[src/rtl/mem_sel_unit_if.sv]
// mem_sel_unit_if: request, response and SRAM port bundle for mem_sel_unit
interface mem_sel_unit_if #(
  parameter int DATA_W = 32,
  parameter int ADDR_W = 32
);
  logic req_valid;
  logic req_ready;
  logic req_we;
  logic [1:0] req_size;
  logic req_signed;
  logic [ADDR_W-1:0] req_addr;
  logic [DATA_W-1:0] req_wdata;
  logic rsp_valid;
  logic [DATA_W-1:0] rsp_rdata;
  logic rsp_adel;
  logic rsp_ades;
  logic sram_en;
  logic [DATA_W/8-1:0] sram_we;
  logic [ADDR_W-1:0] sram_addr;
  logic [DATA_W-1:0] sram_wdata;
  logic sram_gnt;
  logic [DATA_W-1:0] sram_rdata;
  modport master (
    output req_valid, req_we, req_size, req_signed, req_addr, req_wdata, sram_gnt, sram_rdata,
    input req_ready, rsp_valid, rsp_rdata, rsp_adel, rsp_ades, sram_en, sram_we, sram_addr, sram_wdata
  );
  modport slave (
    input req_valid, req_we, req_size, req_signed, req_addr, req_wdata, sram_gnt, sram_rdata,
    output req_ready, rsp_valid, rsp_rdata, rsp_adel, rsp_ades, sram_en, sram_we, sram_addr, sram_wdata
  );
endinterface

[src/rtl/mem_sel_unit.sv]
// mem_sel_unit: sequential load/store byte-select stage in front of the data SRAM; MEMSEL_BADVADDR_EN adds the bad_vaddr register
module mem_sel_unit #(
  parameter int DATA_W = 32,
  parameter int ADDR_W = 32,
  parameter int RD_LAT = 1
) (
  input logic clk,
  input logic rst,
  mem_sel_unit_if.slave bus
`ifdef MEMSEL_BADVADDR_EN
  ,
  output logic [ADDR_W-1:0] bad_vaddr
`endif
);
  localparam int BYTES = DATA_W / 8;
  localparam int LANE_W = $clog2(BYTES);
  localparam int CNT_W = RD_LAT > 1 ? $clog2(RD_LAT) : 1;
  localparam logic [1:0] IDLE = 2'd0, ACC = 2'd1, WAIT = 2'd2, RESP = 2'd3;
  logic [1:0] state;
  logic [CNT_W-1:0] cnt;
  logic we_q, sgn_q, err_q;
  logic [3:0] nb_q, nb;
  logic [LANE_W-1:0] lane_q, lane;
  logic [ADDR_W-1:LANE_W] base_q;
  logic [BYTES-1:0] be_q;
  logic [DATA_W-1:0] wdata_q, rdata_q, sh, msk, ext;
  logic mis, accept;
  always_comb begin
    nb = 4'd1 << bus.req_size;
    lane = bus.req_addr[LANE_W-1:0];
    mis = nb > 4'(BYTES) || |(bus.req_addr[2:0] & 3'(nb - 4'd1));
    accept = bus.req_valid && bus.req_ready;
    sh = bus.sram_rdata >> {lane_q, 3'b0};
    // a shift by the full width yields 0, so the mask wraps to all ones for full-width loads
    msk = (DATA_W'(1) << {nb_q, 3'b0}) - DATA_W'(1);
    ext = (sh & msk) | (sgn_q && |(sh & (msk ^ (msk >> 1))) ? ~msk : '0);
  end
  assign bus.req_ready = state == IDLE && !rst;
  assign bus.sram_en = state == ACC;
  assign bus.sram_we = bus.sram_en && we_q ? be_q : '0;
  assign bus.sram_addr = bus.sram_en ? {base_q, LANE_W'(0)} : '0;
  assign bus.sram_wdata = bus.sram_en ? wdata_q : '0;
  assign bus.rsp_valid = state == RESP;
  assign bus.rsp_rdata = bus.rsp_valid && !we_q && !err_q ? rdata_q : '0;
  assign bus.rsp_adel = bus.rsp_valid && err_q && !we_q;
  assign bus.rsp_ades = bus.rsp_valid && err_q && we_q;
  always_ff @(posedge clk) begin
    if (rst) begin
      state <= IDLE;
      cnt <= '0;
    end else begin
      case (state)
        IDLE: if (accept) begin
          we_q <= bus.req_we;
          sgn_q <= bus.req_signed;
          err_q <= mis;
          nb_q <= nb;
          lane_q <= lane;
          base_q <= bus.req_addr[ADDR_W-1:LANE_W];
          be_q <= BYTES'(((16'd1 << nb) - 16'd1) << lane);
          wdata_q <= bus.req_wdata << {lane, 3'b0};
          state <= mis ? RESP : ACC;
        end
        ACC: if (bus.sram_gnt) begin
          state <= we_q ? RESP : WAIT;
          cnt <= CNT_W'(RD_LAT - 1);
        end
        WAIT: begin
          cnt <= cnt - CNT_W'(1);
          if (cnt == '0) begin
            rdata_q <= ext;
            state <= RESP;
          end
        end
        default: state <= IDLE;
      endcase
    end
  end
`ifdef MEMSEL_BADVADDR_EN
  always_ff @(posedge clk) begin
    if (rst) bad_vaddr <= '0;
    else if (accept && mis) bad_vaddr <= bus.req_addr;
  end
`endif
endmodule

[src/flat_wrapper.sv]
// flat-port wrapper written by rule: the top's interface ports become plain ports
module mem_sel_unit_flat 
#(
  parameter int DATA_W = 32,
  parameter int ADDR_W = 32,
  parameter int RD_LAT = 1
)
  (clk, rst, bus_req_valid, bus_req_we, bus_req_size, bus_req_signed, bus_req_addr, bus_req_wdata, bus_sram_gnt, bus_sram_rdata, bus_req_ready, bus_rsp_valid, bus_rsp_rdata, bus_rsp_adel, bus_rsp_ades, bus_sram_en, bus_sram_we, bus_sram_addr, bus_sram_wdata);
  mem_sel_unit_if #(.DATA_W(DATA_W), .ADDR_W(ADDR_W)) bus_i ();
  input logic clk;
  input logic rst;
  input wire logic [$bits(bus_i.req_valid)-1:0] bus_req_valid;
  input wire logic [$bits(bus_i.req_we)-1:0] bus_req_we;
  input wire logic [$bits(bus_i.req_size)-1:0] bus_req_size;
  input wire logic [$bits(bus_i.req_signed)-1:0] bus_req_signed;
  input wire logic [$bits(bus_i.req_addr)-1:0] bus_req_addr;
  input wire logic [$bits(bus_i.req_wdata)-1:0] bus_req_wdata;
  input wire logic [$bits(bus_i.sram_gnt)-1:0] bus_sram_gnt;
  input wire logic [$bits(bus_i.sram_rdata)-1:0] bus_sram_rdata;
  output wire logic [$bits(bus_i.req_ready)-1:0] bus_req_ready;
  output wire logic [$bits(bus_i.rsp_valid)-1:0] bus_rsp_valid;
  output wire logic [$bits(bus_i.rsp_rdata)-1:0] bus_rsp_rdata;
  output wire logic [$bits(bus_i.rsp_adel)-1:0] bus_rsp_adel;
  output wire logic [$bits(bus_i.rsp_ades)-1:0] bus_rsp_ades;
  output wire logic [$bits(bus_i.sram_en)-1:0] bus_sram_en;
  output wire logic [$bits(bus_i.sram_we)-1:0] bus_sram_we;
  output wire logic [$bits(bus_i.sram_addr)-1:0] bus_sram_addr;
  output wire logic [$bits(bus_i.sram_wdata)-1:0] bus_sram_wdata;
  assign bus_i.req_valid = bus_req_valid;
  assign bus_i.req_we = bus_req_we;
  assign bus_i.req_size = bus_req_size;
  assign bus_i.req_signed = bus_req_signed;
  assign bus_i.req_addr = bus_req_addr;
  assign bus_i.req_wdata = bus_req_wdata;
  assign bus_i.sram_gnt = bus_sram_gnt;
  assign bus_i.sram_rdata = bus_sram_rdata;
  assign bus_req_ready = bus_i.req_ready;
  assign bus_rsp_valid = bus_i.rsp_valid;
  assign bus_rsp_rdata = bus_i.rsp_rdata;
  assign bus_rsp_adel = bus_i.rsp_adel;
  assign bus_rsp_ades = bus_i.rsp_ades;
  assign bus_sram_en = bus_i.sram_en;
  assign bus_sram_we = bus_i.sram_we;
  assign bus_sram_addr = bus_i.sram_addr;
  assign bus_sram_wdata = bus_i.sram_wdata;
  mem_sel_unit #(.DATA_W(DATA_W), .ADDR_W(ADDR_W), .RD_LAT(RD_LAT)) u_core (.clk(clk), .rst(rst), .bus(bus_i));
endmodule
[config.mk]
export PLATFORM = sky130hd
export DESIGN_NAME = mem_sel_unit_flat
export DESIGN_NICKNAME = d
export VERILOG_FILES = /design/src/rtl/mem_sel_unit_if.sv /design/src/rtl/mem_sel_unit.sv /design/src/flat_wrapper.sv
export SDC_FILE = /design/constraint.sdc
export NUM_CORES = 1
export LEC_CHECK = 0
export BUFFER_PORTS_ARGS = -buffer_cell sky130_fd_sc_hd__clkbuf_2
export CAP_MARGIN = 20
export CORE_MARGIN = 2
export CORE_UTILIZATION = 45
export DETAILED_ROUTE_END_ITERATION = 6
export PLACE_DENSITY = 0.74
export SLEW_MARGIN = 30
export SYNTH_ARGS = -nofsm -noshare
export SYNTH_HDL_FRONTEND = slang
export SYNTH_SLANG_ARGS = --single-unit
[constraint.sdc]
create_clock -name clk -period 3.9 [get_ports clk]
set_clock_uncertainty 0.05 [all_clocks]
set_input_delay 0.195 -clock clk [delete_from_list [all_inputs] [get_ports clk]]
set_output_delay 0.195 -clock clk [all_outputs]
set_load 0.1 [all_outputs]
# Word level (Yosys, flattened, before mapping)

Cells that the tools add are included.

$mul: 0
Reduce and logical (&&, ||, !) cells: 21
Bitwise gates (word level): 8
Muxes and demuxes: 13
Order comparisons: 1
Divide/modulo/power cells: 0
Shift-type cells: 6
Equal/unequal tests: 6
Add/sub/neg operators: 4

Operators with widths:

| operator                                                      | count |
|---|---|
| two-way mux 32 bit                                            | 4 |
| bitwise AND 32 bit                                            | 2 |
| NOT 32 bit                                                    | 1 |
| OR 32 bit                                                     | 1 |
| OR reduction 32 bit                                           | 1 |
| left shift 1 x 7 -> 32 bit, first input constant              | 1 |
| left shift 32 x 5 -> 32 bit                                   | 1 |
| >> shifter 32 x 5 -> 32 bit                                   | 1 |
| subtractor 32 x 2 -> 32 bit, second input constant            | 1 |
| bitwise XOR 32 x 31 -> 32 bit                                 | 1 |
| left shift 1 x 4 -> 16 bit, first input constant              | 1 |
| left shift 16 x 2 -> 4 bit                                    | 1 |
| subtractor 16 x 1 -> 16 bit, second input constant            | 1 |
| logical AND 1 bit                                             | 9 |
| AND reduction 3 bit                                           | 3 |
| two-way mux 2 bit                                             | 4 |
| one-hot mux 2 bit (3 select lines)                            | 1 |
| == test 2 bit, second input constant                          | 2 |
| greater-than comparator 4 x 3 -> 1 bit, second input constant | 1 |
| two-way mux 4 bit                                             | 1 |
| inequality test 2 bit, second input constant                  | 2 |
| left shift 1 x 2 -> 4 bit, first input constant               | 1 |
| bitwise AND 3 bit                                             | 1 |
| zero test 1 bit                                               | 3 |
| other kinds (12)                                              | 14 |

ROM bits: 0
Register bits: 110
Memory bits (writable): 0
Output and inout port bits: 105
Word-level logic and storage cells: 70
Memories: 0
Bits in latches: 0

# Depth between registers and ports, before layout

Word-level depth: 8
Mapped depth: 10
Mapped depth without buffers: 9

# Worst setup path after synthesis

No wires, ideal clock.

Kind: reg-to-reg
Start: reg u_core.state[0]
End: reg u_core.state[0]
Arrival: 4.881 ns
Clock period less this slack: 5.001 ns
Cell stages (with the launch flop): 8
Slack: -1.101 ns
Required time: 3.780 ns
Path buffers: 0
Path through: dfxtp_1 > inv_1 > ha_1 > nor2b_1 > and2_1 > o21ai_0 > or3_1 > a21oi_1

Longest elaborated chain between the ends: 5

RTL lines:

| what                                     | RTL line           | source |
|---|---|---|
| start: declaration                       | mem_sel_unit.sv:19 | `logic [1:0] state;` |
| start signal: assignment                 | mem_sel_unit.sv:62 | `state <= mis ? RESP : ACC;` |
| start signal: assignment                 | mem_sel_unit.sv:65 | `state <= we_q ? RESP : WAIT;` |
| zero test 2 bit                          | mem_sel_unit.sv:38 | `assign bus.req_ready = state == IDLE && !rst;` |
| logical AND 1 bit                        | mem_sel_unit.sv:38 |  |
| named net bus_req_ready                  | flat_wrapper.sv:20 | `output wire logic [$bits(bus_i.req_ready)-1:0] bus_req_ready;` |
| logical AND 1 bit                        | mem_sel_unit.sv:32 | `accept = bus.req_valid && bus.req_ready;` |
| inequality test 2 x 1 -> 1 bit (no line) | --                 |  |
| AND reduction 3 bit (no line)            | --                 |  |

The timed path passes the listed nets, and every way through them passes these cells.
A chain may end at the register's enable or synchronous reset.

# Worst setup path after layout

Start: reg u_core.nb_q[1]
End: reg u_core.rdata_q[28], data pin

Longest elaborated chain between the ends: 8

RTL lines:

| what                          | RTL line           | source |
|---|---|---|
| start: declaration            | mem_sel_unit.sv:22 | `logic [3:0] nb_q, nb;` |
| start signal: assignment      | mem_sel_unit.sv:57 | `nb_q <= nb;` |
| left shift 1 x 7 -> 32 bit *  | mem_sel_unit.sv:35 | `msk = (DATA_W'(1) << {nb_q, 3'b0}) - DATA_W'(1);` |
| subtractor 32 x 2 -> 32 bit * | mem_sel_unit.sv:35 |  |
| bitwise XOR 32 x 31 -> 32 bit | mem_sel_unit.sv:36 | `ext = (sh & msk) \| (sgn_q && \|(sh & (msk ^ (msk >> 1))) ? ~msk : '0);` |
| bitwise AND 32 bit            | mem_sel_unit.sv:36 |  |
| OR reduction 32 bit           | mem_sel_unit.sv:36 |  |
| logical AND 1 bit             | mem_sel_unit.sv:36 |  |
| two-way mux 32 bit            | mem_sel_unit.sv:36 |  |
| OR 32 bit *                   | mem_sel_unit.sv:36 |  |
| named net u_core.ext[28]      | mem_sel_unit.sv:26 | `logic [DATA_W-1:0] wdata_q, rdata_q, sh, msk, ext;` |
| end signal: assignment        | mem_sel_unit.sv:71 | `rdata_q <= ext;` |
| end: declaration              | mem_sel_unit.sv:26 |  |

The timed path passes the listed nets; every way through them passes the cells marked *.

==> summary.txt <==
Global route
  – Antenna violations before repair: 0
  – Global route overflow: 0
  – Vias in the first global route: 4815
  – GRT Util Overall: 21.9%
  – Global-route wire length before repair: 24200 µm
  – Largest net degree at the start of global routing: 44

Floorplan
  – Chip width: 118 µm
  – # rows: 41
  – Die Area: 13900 µm²
  – Die Span Y: 118 µm
  – Core area: 12700 µm²
  – I/O pin count: 209
  – Initial Util: 46.2%

Placement
  – Hpwl dp: 10700 µm
  – GPL Wtd Cong: 0.985
  – IO buf count: 206

Timing
  – Setup TNS: 0 ns
  – Slew @ Worst Pin: 0.834 ns
  – # setup viols final: 0
  – Final Cycle Share: 83.4%
  – Slew Limit Fails: 0
  – RSZ-0062 raised after global routing: no
  – Fmax: 307 MHz
  – Final hold vios: 0
  – Rel. slew slack: 44.4%
  – Post-layout minimum cycle time: 3.25 ns

Yosys
  – Seq/Total Area, Yosys: 56.0%
  – Post-synthesis cell count: 521
  – Ys async rst share: 0%
  – Top FF cell, synth: edfxtp_1
  – Mapped cell area: 5850 µm²
  – Yosys warnings: 0
  – Synth Area per Inst: 11.2 µm²
  – Post-synthesis register bit count: 110
  – Number of flops mapped to enable cells by yosys: 107
  – Yosys cell types: 50

Routing
  – Detail Route Antenna Nets: 0
  – Vias: 4759
  – Residual DRC count: 0
  – WL final: 15000 µm
  – Avg Vias per Cell: 5.16
  – Initial DRC count: 259
  – Post-DR wirelength/cell: 16.3 µm
  – DRT Pass-1 Iters: 4

Critical path
  – Required time of the critical path: 3.95 ns
  – CP arrival: 3.31 ns
  – Critical Path Sink Type: flop
  – Largest fanout on the critical path: 16
  – Setup crit start kind: flop
  – Setup CP Type: flop to flop

Min path
  – Hold Crit Class: input pin to flop

Clocking
  – CTS Root Cell: clkbuf_16
  – CTS Buf Count: 9
  – Largest buffer count on any clock path: 2
  – Resize count post-CTS: 0
  – Clock transition at the registers of the reported paths: 0.07 ns
  – Clock sinks: 110
  – Clock Latency Late Sink: 0.35 ns
  – H-tree levels: 3
  – CTS tree: yes

Run status
  – Status: completed

Power and ir drop
  – Pwr per Cell Area: 665 nW/µm²
  – Maximum VDD drop: 0.602 mV
  – Leakage: 3.44 nW

Cells and area
  – Layout area overhead: 30.9%
  – Fin nets: 858
  – Register Area: 3270 µm²
  – Antenna cell count: 0
  – Post-layout util: 60.4%
  – Filler cells: 1035
  – Area occupied by multi-input gates: 2410 µm²
  – Share of cells above drive strength 1: 32.4%

Job
  – Max-Cap Viols: 0
## cell families (layout without fill, tap and decap cells)
family	Yosys count	after routing	synth area share (%)
adder cells (fa/ha/maj)	9	9	1.93
multiplexers	43	43	7.64
XOR/XNOR	1	1	0.150
flip-flops	110	110	56.0
buffers and inverters	44	272	3.08
AND/OR/NAND/NOR	235	235	22.0
AO/OA/AOI/OAI	78	78	9.20
other	1	2	0.0641
## timing repair
item                                    in CTS  in global routing
buffers inserted                             0                  0
endpoints found under the setup margin       0                  0
hold buffers                                32                  0
hold endpoints to repair                    32                  0
## Yosys cell counts (2+ instances only)
master      n  share of area [%]
edfxtp_1  107                 55
and2_1    105                 11
nand2_1    48                3.1
nor2_1     40                2.6
mux2i_1    39                6.7
clkbuf_1   24                1.5
a21oi_1    19                1.6
nor2b_1    14                1.5
o21ai_0    14                1.2
a211oi_1   13                1.7
inv_1      10               0.64
ha_1        9                1.9
a211o_1     7                1.0
a31o_1      7                1.0
and3_1      6               0.64
o211ai_1    6               0.77
nor3b_1     4               0.51
buf_1       3               0.19
buf_2       3               0.26
buf_4       3               0.38
dfxtp_1     3                1.0
mux2_2      3               0.58
or2_2       3               0.32
a22oi_1     2               0.26
nand2b_1    2               0.21
nand3_1     2               0.17
or3_1       2               0.21
## per-stage QoR
step	hold slack [ns]	total power, W	instance area, µm²	worst slack (ns)	cells
final	0.0404	0.00509	7650	0.647	922
after global routing	0.0409	0.00529	7650	0.449	922
after CTS	0.0254	0.00510	7640	0.672	921
after detailed placement	0.324	0.00415	7020	0.707	873
after global placement	0.322	0.00411	7020	0.861	873
after floorplan	0.214	0.00372	5860	0.358	522
## routing by layer
metal	track usage, %	vias up	share of wire (%)
met3	7.03	22	8.5
met1	24.6	2237	38
li1	-	2299	-
met5	0	-	0
met2	39.0	201	52
met4	7.91	0	1.8
## final timing paths
| kind | start | endpoint | slack, ns | cells past startpoint |
|---|---|---|---|---|
| max | u_core.nb_q[1] | u_core.rdata_q[28] | 0.65 | 7 |
| min | rst | u_core.state[0] | 0.04 | 2 |
| max reg2reg | u_core.nb_q[1] | u_core.rdata_q[28] | 0.65 | 7 |
| min reg2reg | u_core.state[0] | u_core.state[0] | 0.47 | 2 |
## registers in the layout (all words and copies together), names as in the netlist
| register | flops |
|---|---|
| u_core.we_q | 1 |
| u_core.cnt | 1 |
| u_core.nb_q | 4 |
| u_core.err_q | 1 |
| u_core.rdata_q | 32 |
| u_core.wdata_q | 32 |
| u_core.be_q | 4 |
| u_core.lane_q | 2 |
| u_core.sgn_q | 1 |
| u_core.base_q | 30 |
| u_core.state | 2 |
## power breakdown
part	switching (W)	internal [W]	leakage, nW	total (W)
clock	0.000435	0.000501	0.141	0.000936
combinational	0.00211	0.000466	2.28	0.00257
sequential	0.0000619	0.00152	1.02	0.00158
total	0.00260	0.00248	3.44	0.00509
## area by class of cell
cell class	instances	area share, %
clock buffers	9	2.94
clock inverters	7	0.964
inverters	11	0.539
multi-input cells	368	31.5
flip-flops and latches	110	42.8
well taps	172	2.81
repair buffers	245	18.4
## layout by cell type, fill, tap and decap left out, types with 2 or more instances in the layout
| master | instances |
|---|---|
| dlygate4sd3_1 | 32 |
| and3_1 | 6 |
| nor3b_2 | 2 |
| inv_1 | 10 |
| ha_1 | 9 |
| clkinv_1 | 2 |
| buf_4 | 6 |
| clkbuf_16 | 9 |
| or2_2 | 3 |
| nor3b_1 | 2 |
| o211ai_1 | 6 |
| o21ai_0 | 14 |
| mux2_2 | 3 |
| nand2_1 | 48 |
| clkinvlp_4 | 2 |
| nand2b_1 | 2 |
| nor2b_1 | 13 |
| a21oi_1 | 19 |
| nor2_1 | 40 |
| edfxtp_1 | 107 |
| a211oi_1 | 13 |
| mux2i_1 | 39 |
| or3_1 | 2 |
| and2_1 | 104 |
| clkbuf_2 | 206 |
| a211o_1 | 7 |
| conb_1 | 2 |
| dfxtp_1 | 3 |
| a31o_1 | 7 |
| a22oi_1 | 2 |
| nand3_1 | 2 |
## critical path, stage by stage (launching register included)
cell and delay [ns]:
edfxtp_1 0.45, nor3_1 0.37, nand2_1 0.33, ha_1 0.51, a32oi_1 0.30, nor3_2 0.12, o41a_1 0.55, a211o_1 0.32
(Power assumes the default switching activity.)
